[config.mk]
export PLATFORM = sky130hd
export DESIGN_NAME = mem_stage
export DESIGN_NICKNAME = d
export VERILOG_FILES = /design/src/rtl/mem_stage_pkg.sv /design/src/rtl/mem_stage_load_align.sv /design/src/rtl/mem_stage.sv
export SDC_FILE = /design/constraint.sdc
export NUM_CORES = 1
export LEC_CHECK = 0
export BUFFER_PORTS_ARGS = -buffer_cell sky130_fd_sc_hd__clkbuf_2
export CORE_MARGIN = 4
export CORE_UTILIZATION = 50
export DETAILED_ROUTE_END_ITERATION = 16
export PLACE_DENSITY_LB_ADDON = 0.2
export SYNTH_ARGS = -nofsm -noshare
export SYNTH_HDL_FRONTEND = slang
export SYNTH_SLANG_ARGS = --single-unit
[constraint.sdc]
create_clock -name clk -period 2.6 [get_ports clk]
set_clock_uncertainty 0.2 [all_clocks]
set_input_delay 0.52 -clock clk [delete_from_list [all_inputs] [get_ports clk]]
set_output_delay 0.52 -clock clk [all_outputs]
set_load 0.02 [all_outputs]
[src/rtl/mem_stage_pkg.sv]
// Shared widths, bus layouts and encodings for the memory pipeline stage.
package mem_stage_pkg;

    localparam int STALL_W_DEF  = 6;
    localparam int EX_MEM_W_DEF = 147;
    localparam int MEM_WB_W_DEF = 136;

    localparam int  STALL_MEM = 3;
    localparam int  STALL_WB  = 4;
    localparam logic STOP     = 1'b1;
    localparam logic NO_STOP  = 1'b0;

    // One-hot mem_op bit positions
    localparam int OP_LB  = 4;
    localparam int OP_LBU = 3;
    localparam int OP_LH  = 2;
    localparam int OP_LHU = 1;
    localparam int OP_LW  = 0;

    typedef struct packed {
        logic [65:0] hilo_bus;
        logic [4:0]  mem_op;
        logic [31:0] pc;
        logic        data_ram_en;
        logic [3:0]  data_ram_wen;
        logic        sel_rf_res;
        logic        rf_we;
        logic [4:0]  rf_waddr;
        logic [31:0] ex_result;
    } ex_mem_t;

    typedef struct packed {
        logic [65:0] hilo_bus;
        logic [31:0] pc;
        logic        rf_we;
        logic [4:0]  rf_waddr;
        logic [31:0] rf_wdata;
    } mem_wb_t;

    typedef enum logic {
        FRESH = 1'b0,
        HELD  = 1'b1
    } hold_state_e;

endpackage

[src/rtl/mem_stage_load_align.sv]
// Combinational load alignment: picks byte/halfword/word and extends it.
module mem_stage_load_align
    import mem_stage_pkg::*;
(
    input  logic [4:0]  mem_op_i,
    input  logic [1:0]  off_i,
    input  logic [31:0] data_i,
    output logic [31:0] load_result_o
);

    logic [7:0]  byte_sel;
    logic [15:0] half_sel;

    always_comb begin
        byte_sel = data_i[7:0];
        case (off_i)
            2'd0: byte_sel = data_i[7:0];
            2'd1: byte_sel = data_i[15:8];
            2'd2: byte_sel = data_i[23:16];
            2'd3: byte_sel = data_i[31:24];
            default: byte_sel = data_i[7:0];
        endcase
        half_sel = off_i[1] ? data_i[31:16] : data_i[15:0];
    end

    always_comb begin
        load_result_o = 32'd0;
        if (mem_op_i[OP_LB])
            load_result_o = {{24{byte_sel[7]}}, byte_sel};
        else if (mem_op_i[OP_LBU])
            load_result_o = {24'd0, byte_sel};
        else if (mem_op_i[OP_LH])
            load_result_o = {{16{half_sel[15]}}, half_sel};
        else if (mem_op_i[OP_LHU])
            load_result_o = {16'd0, half_sel};
        else if (mem_op_i[OP_LW])
            load_result_o = data_i;
    end

endmodule

[src/rtl/mem_stage.sv]
// Memory pipeline stage: registers the execute bus, keeps SRAM read data alive
// across stalls, aligns loads and selects the write-back value.
module mem_stage
    import mem_stage_pkg::*;
#(
    parameter int STALL_W  = STALL_W_DEF,
    parameter int EX_MEM_W = EX_MEM_W_DEF,
    parameter int MEM_WB_W = MEM_WB_W_DEF
) (
    input  logic                clk,
    input  logic                resetn,
    input  logic [STALL_W-1:0]  stall,
    input  logic [EX_MEM_W-1:0] ex_to_mem_bus,
    input  logic [31:0]         data_sram_rdata,
    output logic [MEM_WB_W-1:0] mem_to_wb_bus,
    output logic [37:0]         mem_to_rf_bus,
    output logic                stallreq_for_mem
);

    ex_mem_t     bus_q, bus_d;
    hold_state_e state_q, state_d;
    logic [31:0] hold_q, hold_d;
    logic [31:0] load_data;
    logic [31:0] load_result;
    mem_wb_t     wb;
    logic        unused_bits;

    always_comb begin
        bus_d = bus_q;
        if (stall[STALL_MEM] == STOP && stall[STALL_WB] == NO_STOP)
            bus_d = '0;
        else if (stall[STALL_MEM] == NO_STOP)
            bus_d = ex_to_mem_bus;
    end

    // SRAM data is only valid the cycle after the request, so snapshot it
    // the first time a load gets stuck here and keep it until we advance.
    always_comb begin
        state_d = state_q;
        hold_d  = hold_q;
        case (state_q)
            FRESH: begin
                if (stall[STALL_MEM] == STOP && bus_q.data_ram_en) begin
                    state_d = HELD;
                    hold_d  = data_sram_rdata;
                end
            end
            HELD: begin
                if (stall[STALL_MEM] == NO_STOP)
                    state_d = FRESH;
            end
            default: state_d = FRESH;
        endcase
    end

    always_ff @(posedge clk or negedge resetn) begin
        if (!resetn) begin
            bus_q   <= '0;
            state_q <= FRESH;
            hold_q  <= 32'd0;
        end else begin
            bus_q   <= bus_d;
            state_q <= state_d;
            hold_q  <= hold_d;
        end
    end

    assign load_data = (state_q == HELD) ? hold_q : data_sram_rdata;

    mem_stage_load_align u_load_align (
        .mem_op_i      (bus_q.mem_op),
        .off_i         (bus_q.ex_result[1:0]),
        .data_i        (load_data),
        .load_result_o (load_result)
    );

    always_comb begin
        wb.hilo_bus = bus_q.hilo_bus;
        wb.pc       = bus_q.pc;
        wb.rf_we    = bus_q.rf_we;
        wb.rf_waddr = bus_q.rf_waddr;
        wb.rf_wdata = bus_q.sel_rf_res ? load_result : bus_q.ex_result;
    end

    assign mem_to_wb_bus    = wb;
    assign mem_to_rf_bus    = {wb.rf_we, wb.rf_waddr, wb.rf_wdata};
    assign stallreq_for_mem = NO_STOP;

    assign unused_bits = ^{stall[2:0], stall[STALL_W-1:5], bus_q.data_ram_wen};

endmodule

== Word level (Yosys, flattened, before mapping) ==
Index checks and enable logic that the tools add are counted.

* Output and inout bits: 175
* Input bits: 187
* Word-level logic and storage cells: 34
* Bits in registers: 176

* Bitwise operators: 2
* Reduce and logical (&&, ||, !) cells: 4
* Equality and inequality tests: 4
* Muxes and demuxes: 14

{| class="wikitable"
|+ Operators by type and width
! cell !! number
|-
| 147-bit 2-to-1 mux || 2
|-
| 32-bit 2-to-1 mux || 7
|-
| 8-bit one-hot mux with 4 select lines || 1
|-
| 16-bit 2-to-1 mux || 1
|-
| 2-bit == test (second input constant) || 2
|-
| 2-bit by 1-bit == test with 1-bit output (second input constant) || 1
|-
| 1-bit logical AND || 2
|-
| 2-bit zero test || 1
|-
| 1-bit 2-to-1 mux || 2
|-
| 2-bit by 1-bit inequality test with 1-bit output (second input constant) || 1
|-
| 1-bit inverter || 2
|-
| 1-bit one-hot mux with 2 select lines || 1
|-
| 2-bit AND reduction || 1
|}

== Depth between registers and ports, before layout ==
Gate-level depths: netlist (run 1).

* Depth in word-level cells: 7
* Gate-level depth with buffers: 8
* Gate-level depth less buffers: 4

== Modules after synthesis ==
From an unflattened synthesis (run 1), not the netlist that was laid out.

* Cell total of the unflattened synthesis: 783
* Area total of the unflattened synthesis: 9,256.4 µm²

{| class="wikitable"
|+ By module, submodules not included
! module !! instances !! cells an instance !! area each (µm²)
|-
| mem_stage || 1 || 661 || 8,225.4
|-
| mem_stage_load_align || 1 || 122 || 1,031.0
|}

== Worst setup path after synthesis (run 1) ==
No wires, ideal clock.

* Path type: register to output
* Start point: register bus_q[79] in the netlist's numbering
* End point: output mem_to_wb_bus[0]
* Arrival: 2.015 ns
* Stages on the path, launching flop included: 6
* Data required time: 1.880 ns
* Slack: -0.135 ns
* Path through: dfrtp_1 > o21a_1 > o32ai_1 > a22oi_1 > o2bb2ai_1 > buf_4

* Cells in the longest elaborated chain, start to end: 3

{| class="wikitable"
|+ RTL lines
! element !! line !! RTL
|-
| start, declared || mem_stage.sv:20 || <nowiki>ex_mem_t bus_q, bus_d;</nowiki>
|-
| start signal, assigned || mem_stage.sv:62 || <nowiki>bus_q <= bus_d;</nowiki>
|-
| 32-bit 2-to-1 mux || mem_stage_load_align.sv:30 || <nowiki>else if (mem_op_i[OP_LBU])</nowiki>
|-
| 32-bit 2-to-1 mux || mem_stage_load_align.sv:28 || <nowiki>if (mem_op_i[OP_LB])</nowiki>
|-
| 32-bit 2-to-1 mux || mem_stage.sv:82 || <nowiki>wb.rf_wdata = bus_q.sel_rf_res ? load_result : bus_q.ex_result;</nowiki>
|-
| end, declared || mem_stage.sv:15 || <nowiki>output logic [MEM_WB_W-1:0] mem_to_wb_bus,</nowiki>
|}

No other way between the ends.

== Final worst setup path (run 1) ==
* Start point: register state_q
* End point: output mem_to_rf_bus[11]

* Cells in the longest elaborated chain, start to end: 7
* Elaborated cells between the ends (all ways): 9

{| class="wikitable"
|+ RTL lines
! element !! line !! RTL
|-
| start, declared || mem_stage.sv:21 || <nowiki>hold_state_e state_q, state_d;</nowiki>
|-
| start signal, assigned || mem_stage.sv:63 || <nowiki>state_q <= state_d;</nowiki>
|-
| 32-bit 2-to-1 mux (*) || mem_stage.sv:68 || <nowiki>assign load_data = (state_q == HELD) ? hold_q : data_sram_rdata;</nowiki>
|-
| 32-bit 2-to-1 mux or 16-bit 2-to-1 mux (tied branches) || mem_stage_load_align.sv:36, mem_stage_load_align.sv:23 ||
|-
| 32-bit 2-to-1 mux || mem_stage_load_align.sv:34 || <nowiki>else if (mem_op_i[OP_LHU])</nowiki>
|-
| 32-bit 2-to-1 mux || mem_stage_load_align.sv:32 || <nowiki>else if (mem_op_i[OP_LH])</nowiki>
|-
| 32-bit 2-to-1 mux || mem_stage_load_align.sv:30 ||
|-
| 32-bit 2-to-1 mux (*) || mem_stage_load_align.sv:28 ||
|-
| 32-bit 2-to-1 mux (*) || mem_stage.sv:82 ||
|-
| end, declared || mem_stage.sv:16 || <nowiki>output logic [37:0] mem_to_rf_bus,</nowiki>
|}

Mark *: on every way between the ends. The rest lies on a longest branch, timed or not.

==> run metrics, run 1 <==
outcome finished with violations; failing checks setup timing; detailed placement HPWL approximately 19000 um; Final Worst Setup Slack -0.544 ns; vias in the first global route 7118; CTS Buf Count 17; Critical Path Source state_q; Post-DP Area 10400 um2; pwr dens between 600 and 700 nW/um2; XOR/XNOR share of the synthesized area 0%; CTS tree done; placed cells 1436; drt wl/cell approximately 17 um; relative slew slack between 20% and 30%; fill count 1599; Hold WC Path Type in -> reg; Yosys reg bits 176; RSZ-0062 raised after global routing true; Die X approximately 140 um; Yosys warning total 0; initial antenna violation count 3; crit path max-delay cell type mux4_2; Critical Path Fanout Max 8; crit-path leading delay family multiplexers; # DRC 0; total gr overflow 0; r2r setup slk 0.47 ns; first drt pass iteration count 5; utilization after layout 62.5%; area grow syn2layout 21.6%; WP data arrival ~2.4 ns; final-report hold violation count 0; crit path cell chain mux2i_2 > mux4_2 > o21ai_4 > buf_6 > o22a_2 > clkbuf_4; largest net degree at the start of global routing 111; commonest non-fill, non-tap cell in the layout clkbuf_2; WP data required 1.88 ns; Vias 7288; area share of fa/ha/maj cells after synthesis 0%; simple-gate share of the synthesized area 9.40%; mux contribution to synthesized area 10.1%; overall routed net length 25000 um; FP Rows 49; Post-Layout Cell Count around 1500; I/O pin count ~360; post-layout min period about 3.1 ns; maximum clock insertion buffer count 2; sequential share of the synthesized area 47.3%; Mapped Avg Cell Area 9.20 um2; hold_sp ex_to_mem_bus[16]; total of max-cap violations 0; post-layout instance area 11300 um2; Post-Syn Area slightly above 9000 um2; Max H-tree Level 4; Distinct cells, synth 42; Max Transition Viols Final 0; GP Congestion 0.869; gr usage total 23.7%; Compound-Gate Fraction of Synth Area a little over an eighth; Critical Path Start Type flip-flop; Synth Flop Type dfrtp_1; Post-synth EDFFs 0; VDD IR-drop max 0.000440 V; Post-synth ARST share 100%; clk_lat worst skew ~0.42 ns; Core Box Area roughly 18000 um2; Routed Antenna Nets 0; drt via density 4.93; commonest non-fill, non-tap cells in the layout clkbuf_2, dfrtp_1, o21ai_0, inv_1, nand2_1; # setup viols final 64; Final Cycle Share 121%; PortBufs 352; CTS clk-pin slew, worst paths 0.07 ns; Cells after Synth a little over 1000; Nets between 1000 and 1500; first-pass GRT wire length 38200 um; WS Path Type reg -> out; CTS root buf clkbuf_16; Worst R2R Start state_q; Mapped Nets 1200; Slew @ Worst Pin 1.15 ns; Starting Density 51.4%; Setup TNS -29.61 ns; Die H 145 um; Num Clock Sinks about 180; Die Area 20900 um2; share of cells above drive strength 1 42.8%; Buf/Inv on CP 2; max incr delay on CP 0.56 ns; post-place setup slack -0.230 ns; fmax 0.318 GHz; Initial DRC Count just over 500; Antenna diodes 0; PnR Total Power 7.44 mW; largest family of logic cells by synthesized area buffers and inverters; Setup crit end kind output port; leakage power 6.06 nW; WHS about 0.096 ns
flip-flops by register name (all words and copies together), names as in the netlist:
register,flops
state_q,1
mem_to_wb_bus,98
hold_q,32
bus_q,39
mem_to_rf_bus,6
cell usage after synthesis (all sizes together), types with 4 or more instances:
cell type,instances,area [um2]
mux2,62,698
o22a,5,43.8
nor2,26,97.6
nor3b,5,37.5
inv,146,548
nand3,37,185
a211o,16,141
mux2i,6,60.1
nand2,120,450
mux4,8,180
a221oi,4,35.0
o21ai,149,749
a21oi,25,125
buf,160,1180
dfrtp,176,4400
clkbuf,38,143
cell families (layout without fill, tap and decap cells):
family	after synthesis	in the layout
compound gates	213	213
buf+inv	344	580
flops	176	176
mux	76	76
other cells	1	1
simple gates	203	203
layout make-up:
class	instances	area [um2]	area share, %
well taps	229	287	2.53
multi-input cells	493	3170	28.0
inverters	146	548	4.83
clock buffers	19	433	3.82
flip-flops and latches	176	4410	38.9
repair buffers	402	2360	20.8
clock inverters	13	125	1.10
per-layer routing:
metal | GRT usage [%] | vias up | wire length [um]
li1 | - | 3575 | -
met1 | 31.0 | 3398 | 10500
met2 | 38.5 | 273 | 12200
met3 | 7.18 | 36 | 1880
met4 | 6.38 | 6 | 448
met5 | 0 | - | 54
where the power goes:
group	switching, mW	internal (mW)	total [mW]
clock	1.18	1.26	2.45
combinational	1.01	0.777	1.79
sequential	0.181	3.02	3.20
total	2.38	5.06	7.44
what timing repair did:
| action | in CTS | in global routing |
|---|---|---|
| pin swaps | 1 | 6 |
| setup buffers | 6 | 4 |
| resized for setup | 51 | 59 |
| hold buffers | 1 | 0 |
| endpoints found under the setup margin | 64 | 64 |
| endpoints found under the hold margin | 50 | 0 |
worst register-to-register path, delay by kind of cell (launching register included):
| family | cells | cell delay (ns) |
|---|---|---|
| buffers and inverters | 4 | 0.79 |
| DFF | 1 | 0.50 |
| and+or+nand+nor | 1 | 0.12 |
| muxes | 1 | 0.42 |
path summary, 6_finish.rpt:
kind	end	cells past startpoint
max in group asynchronous	mem_to_wb_bus[51]	3
worst min-delay path	bus_q[16]	3
worst max-delay path	mem_to_rf_bus[11]	6
worst max register to register	hold_q[8]	6
min in group asynchronous	mem_to_wb_bus[68]	2
worst min register to register	mem_to_wb_bus[104]	2
Note: power is estimated with default switching activity, not from simulation.
==> run 2, diff against run 1 <==
CORE_MARGIN = 5   (was 4)
PLACE_DENSITY = 0.93   (was not set)
PLACE_DENSITY_LB_ADDON = not set   (was 0.2)
SETUP_SLACK_MARGIN = 0.2   (was not set)
==> run metrics, run 2 (synthesis results as in run 1) <==
FP Rows 50 (was 49); fmax 0.312 GHz (was 0.318 GHz); VDD IR-drop max 0.000434 V (was 0.000440 V); maximum clock insertion buffer count 2 (unchanged); WS Path Type reg -> out (unchanged); hold_sp ex_to_mem_bus[140] (was ex_to_mem_bus[16]); Die X 147 um (was 145 um); final-report hold violation count 0 (unchanged); drt wl/cell 18.0 um (was 16.9 um); GP Congestion 0.940 (was 0.869); drt via density 5.18 (was 4.93); Worst R2R Start state_q (unchanged); CTS tree done (unchanged); Max Transition Viols Final 0 (unchanged); Worst Reg-to-Reg Cells 6 (unchanged); Num Clock Sinks 176 (unchanged); crit path cell chain buf_2 > buf_12 > mux4_2 > a221oi_1 > buf_4 > a21oi_2 > clkbuf_2 (was mux2i_2 > mux4_2 > o21ai_4 > buf_6 > o22a_2 > clkbuf_4); hold-critical path endpoint mem_to_wb_bus[129] (was bus_q[16]); Initial DRC Count 631 (was 514); gr usage total 23.5% (was 23.7%); Die Area 21500 um2 (was 20900 um2); Slew @ Worst Pin 1.11 ns (was 1.15 ns); share of cells above drive strength 1 42.2% (was 42.8%); outcome finished with violations (unchanged); # setup viols final 64 (unchanged); WP data arrival 2.48 ns (was 2.42 ns); commonest non-fill, non-tap cells in the layout clkbuf_2, dfrtp_1, inv_1, o21ai_0, nand2_1 (was clkbuf_2, dfrtp_1, o21ai_0, inv_1, nand2_1); total gr overflow 0 (unchanged); Core Box Area 18500 um2 (was 18100 um2); Final Worst Setup Slack -0.602 ns (was -0.544 ns); crit-path leading delay family buffers and inverters (was multiplexers); area grow syn2layout 21.6% (unchanged); Critical Path Fanout Max 11 (was 8); utilization after layout 61.2% (was 62.5%); largest net degree at the start of global routing 107 (was 111); post-layout min period 3.20 ns (was 3.14 ns); CTS clk-pin slew, worst paths 0.07 ns (about the same); Buf/Inv on CP 4 (was 2); Setup crit end kind output port (unchanged); overall routed net length 26600 um (was 25000 um); Starting Density 50.3% (was 51.4%); PnR Total Power 7.61 mW (was 7.44 mW); Vias 7641 (was 7288); CTS Buf Count 17 (unchanged); WP data required 1.88 ns (about the same); PortBufs 352 (unchanged); commonest non-fill, non-tap cell in the layout clkbuf_2 (unchanged); fill count 1456 (was 1599); Critical Path Start Type flip-flop (unchanged); Crit Reg-Reg Endpoint hold_q[11] (was hold_q[8]); pwr dens 671 nW/um2 (was 656 nW/um2); Die H 147 um (was 145 um); total of max-cap violations 0 (unchanged); RSZ-0062 raised after global routing true (unchanged); Routed Antenna Nets 0 (unchanged); WHS 0.109 ns (was 0.0959 ns); leakage power 6.04 nW (was 6.06 nW); FF+latch area 4410 um2 (about the same); Multi-input gate area 3160 um2 (was 3170 um2); worst hold path depth 3 (unchanged); Hold WC Path Type in -> reg (unchanged); max FFs per register 98 (unchanged); first-pass GRT wire length 40300 um (was 38200 um); vias in the first global route 7761 (was 7118); r2r setup slk 0.51 ns (was 0.47 ns); I/O pin count 362 (unchanged); Final Cycle Share 123% (was 121%); relative slew slack 26.1% (was 23.2%); Nets 1415 (was 1423); first drt pass iteration count 5 (unchanged); max incr delay on CP 0.55 ns (was 0.56 ns); initial antenna violation count 6 (was 3); # DRC 0 (unchanged); Max H-tree Level 4 (unchanged); CTS root buf clkbuf_16 (unchanged); clk_lat worst skew 0.41 ns (was 0.42 ns); detailed placement HPWL 19500 um (was 18600 um); failing checks setup timing (unchanged); Setup TNS -30.42 ns (was -29.61 ns); crit path max-delay cell type mux4_2 (unchanged)
==> run 2: cell types whose count changed in the layout (fill, tap and decap cells not counted), sizes merged <==
cell      delta
inv          -1
buf          +1
diode        +1
bufinv       +2
clkbuf      -10
clkinvlp     -1
==> run 2: final cells by class <==
type | instances | area share (%)
Inverter | 146 | 4.83
Sequential cell | 176 | 38.9
Antenna cell | 1 | 0.0221
Clock buffer | 18 | 3.79
Clock inverter | 13 | 1.36
Timing Repair Buffer | 394 | 20.6
Tap cell | 234 | 2.58
Multi-Input combinational cell | 493 | 27.9
==> run 2: where the power goes <==
group | internal [mW] | switching, mW
sequential | 3.02 | 0.203
combinational | 0.782 | 1.04
clock | 1.43 | 1.12
==> run 2: routing by layer <==
layer | track usage, % | vias up | share of wire, %
li1 | - | 3567 | -
met1 | 27.9 | 3560 | 37
met2 | 38.7 | 419 | 50
met3 | 7.88 | 85 | 9.0
met4 | 10.7 | 10 | 4.1
met5 | 0 | - | 0.27
==> run 2: tightest hold or removal path: stages <==
cell and delay [ns]:
clkbuf_2 0.08, inv_1 0.03, o21ai_0 0.06
==> run 2: what timing repair did <==
item	in CTS	in global routing
setup endpoints to repair	64	64
buffers inserted	1	3
pin swaps	0	5
hold endpoints to repair	42	0
gates resized for setup	46	83
hold buffers	1	0
==> run 2: through the flow <==
step                      area [um2]  cells  worst slack (ns)
after floorplan                 9370   1013           -0.0535
after global placement         10400   1438           -0.0996
after detailed placement       10400   1438            -0.112
after CTS                      11200   1471            -0.516
after global routing           11300   1475            -0.661
final                          11300   1475            -0.602
==> run 2: worst max-delay path by stage <==
| stage | slack (ns) | endpoint | depth (start not counted) | startpoint |
|---|---|---|---|---|
| after floorplan | -0.05 | mem_to_wb_bus[6] | 7 | state_q |
| after detailed placement | -0.11 | mem_to_rf_bus[31] | 7 | data_sram_rdata[31] |
| after CTS | -0.52 | mem_to_rf_bus[17] | 6 | state_q |
| after global placement | -0.1 | mem_to_rf_bus[23] | 7 | data_sram_rdata[31] |
| final | -0.60 | mem_to_rf_bus[2] | 7 | state_q |
| after global routing | -0.66 | mem_to_rf_bus[2] | 7 | state_q |
==> run 3, diff against run 2 <==
CORE_MARGIN = 2   (was 5)
==> run metrics, run 3 (synthesis results as in run 1) <==
overall routed net length 25900 um (was 26600 um); Die H 141 um (was 147 um); GP Congestion 0.933 (was 0.940); outcome finished with violations (unchanged); initial antenna violation count 7 (was 6); Setup crit end kind output port (unchanged); Num Clock Sinks 176 (unchanged); Critical Path Start Type flip-flop (unchanged); Initial DRC Count 547 (was 631); vias in the first global route 7571 (was 7761); WS Path Type reg -> out (unchanged); Critical Path Fanout Max 6 (was 11); VDD IR-drop max 0.000462 V (was 0.000434 V); crit path max-delay cell type mux4_2 (unchanged); area grow syn2layout 21.3% (was 21.6%); PnR Total Power 7.77 mW (was 7.61 mW); max incr delay on CP 0.58 ns (was 0.55 ns); Core Box Area 18100 um2 (was 18500 um2); Die Area 19700 um2 (was 21500 um2); share of cells above drive strength 1 42.5% (was 42.2%); maximum clock insertion buffer count 2 (unchanged); first drt pass iteration count 5 (unchanged); CTS root buf clkbuf_16 (unchanged); clk_lat worst skew 0.41 ns (about the same); drt wl/cell 17.5 um (was 18.0 um); # DRC 0 (unchanged); max FFs per register 98 (unchanged); failing checks setup timing (unchanged); Max Transition Viols Final 0 (unchanged); final-report hold violation count 0 (unchanged); Post-Layout Cell Count 1476 (was 1475); Starting Density 51.4% (was 50.3%); RSZ-0062 raised after global routing true (unchanged); commonest non-fill, non-tap cells in the layout clkbuf_2, dfrtp_1, o21ai_0, inv_1, nand2_1 (was clkbuf_2, dfrtp_1, inv_1, o21ai_0, nand2_1); Nets 1417 (was 1415); commonest non-fill, non-tap cell in the layout clkbuf_2 (unchanged); I/O pin count 362 (unchanged); CTS tree done (unchanged); gr usage total 26.0% (was 23.5%); Routed Antenna Nets 0 (unchanged); fmax 0.313 GHz (was 0.312 GHz); WP data arrival 2.48 ns (about the same); total gr overflow 0 (unchanged); # setup viols final 64 (unchanged); Final Cycle Share 123% (about the same); Vias 7618 (was 7641); CTS clk-pin slew, worst paths 0.07 ns (about the same); WP data required 1.88 ns (about the same); placed cells 1434 (was 1438); Max H-tree Level 4 (unchanged); leakage power 6.07 nW (was 6.04 nW); relative slew slack 41.7% (was 26.1%); pwr dens 687 nW/um2 (was 671 nW/um2); Hold WC Path Type in -> reg (unchanged); PortBufs 352 (unchanged); utilization after layout 62.3% (was 61.2%); total of max-cap violations 0 (unchanged); Final Worst Setup Slack -0.598 ns (was -0.602 ns); post-layout min period 3.20 ns (about the same); CTS Buf Count 17 (unchanged); detailed placement HPWL 19100 um (was 19500 um); Slew @ Worst Pin 0.875 ns (was 1.11 ns); Die X 141 um (was 147 um); FP Rows 49 (was 50); largest net degree at the start of global routing 107 (unchanged); drt via density 5.16 (was 5.18); crit path cell chain buf_12 > mux2i_1 > mux4_2 > nor3_4 > buf_4 > a211o_1 > clkbuf_4 (was buf_2 > buf_12 > mux4_2 > a221oi_1 > buf_4 > a21oi_2 > clkbuf_2); Setup TNS -33.48 ns (was -30.42 ns); first-pass GRT wire length 40300 um (about the same)
==> run 3: changes by cell type in the layout (fill, tap and decap cells not counted), moves of 3 or more <==
cell        previous run  this run
buf_2                  1         7
clkbuf_2             297       324
clkbuf_8               0         5
diode_2                1         4
dfrtp_2                5         2
dfrtp_1              171       174
clkbuf_4              10         2
buf_4                 66        49
buf_6                 13         4
inv_6                  3         6
clkinvlp_4             4         1
a221oi_1               3         0
==> run 3: final cells by class <==
cell class	count	area [um2]
antenna	4	10.0
clock buffer	19	443
clock inverter	13	194
fill	1497	6840
inverter	146	548
multi-input combinational	493	3170
sequential	176	4410
tap	229	287
timing repair buffer	396	2250
==> run 3: worst max-delay path: cells and delay by family (launching register included) <==
kind            cells  cell delay [ns]
simple gates        1             0.25
compound gates      1             0.14
buf+inv             3             0.52
mux                 2             0.72
flops               1             0.43
==> run 3: path summary, 6_finish.rpt <==
path	start	to	slack, ns	cells after the start
worst max-delay path	state_q	mem_to_rf_bus[30]	-0.60	7
worst min-delay path	ex_to_mem_bus[134]	mem_to_wb_bus[123]	0.11	3
worst max register to register	state_q	hold_q[30]	0.64	5
worst min register to register	mem_to_wb_bus[131]	mem_to_wb_bus[131]	0.28	2
max in group asynchronous	resetn	bus_q[79]	1.04	3
min in group asynchronous	resetn	hold_q[19]	0.40	2
==> run 3: power breakdown <==
part           switching [mW]  internal [mW]
clock network            1.13           1.66
logic                    1.04          0.733
registers               0.189           3.02
==> run 3: per-stage QoR <==
stage	setup WS (ns)	hold WS, ns	instance area (um2)
final	-0.598	0.105	11300
after CTS	-0.583	0.0895	11200
after global routing	-0.687	0.0999	11300
after floorplan	-0.0535	0.0244	9370
after detailed placement	-0.200	0.270	10400
after global placement	-0.182	0.262	10400
==> run 3: repair_timing <==
action | in CTS | in global routing
hold buffers | 1 | 0
gates cloned | 0 | 1
resized for setup | 23 | 39
pin swaps | 0 | 1
buffers inserted | 2 | 2
setup endpoints to repair | 64 | 64
hold endpoints to repair | 45 | 0
==> run 3: per-layer routing <==
metal / part of all wire, % / global-route usage (%) / up-vias
met1: 38 / 31.5 / 3575
met4: 3.7 / 11.7 / 4
li1: - / - / 3576
met2: 50 / 43.7 / 394
met5: 0.097 / 0 / -
met3: 8.1 / 6.94 / 69
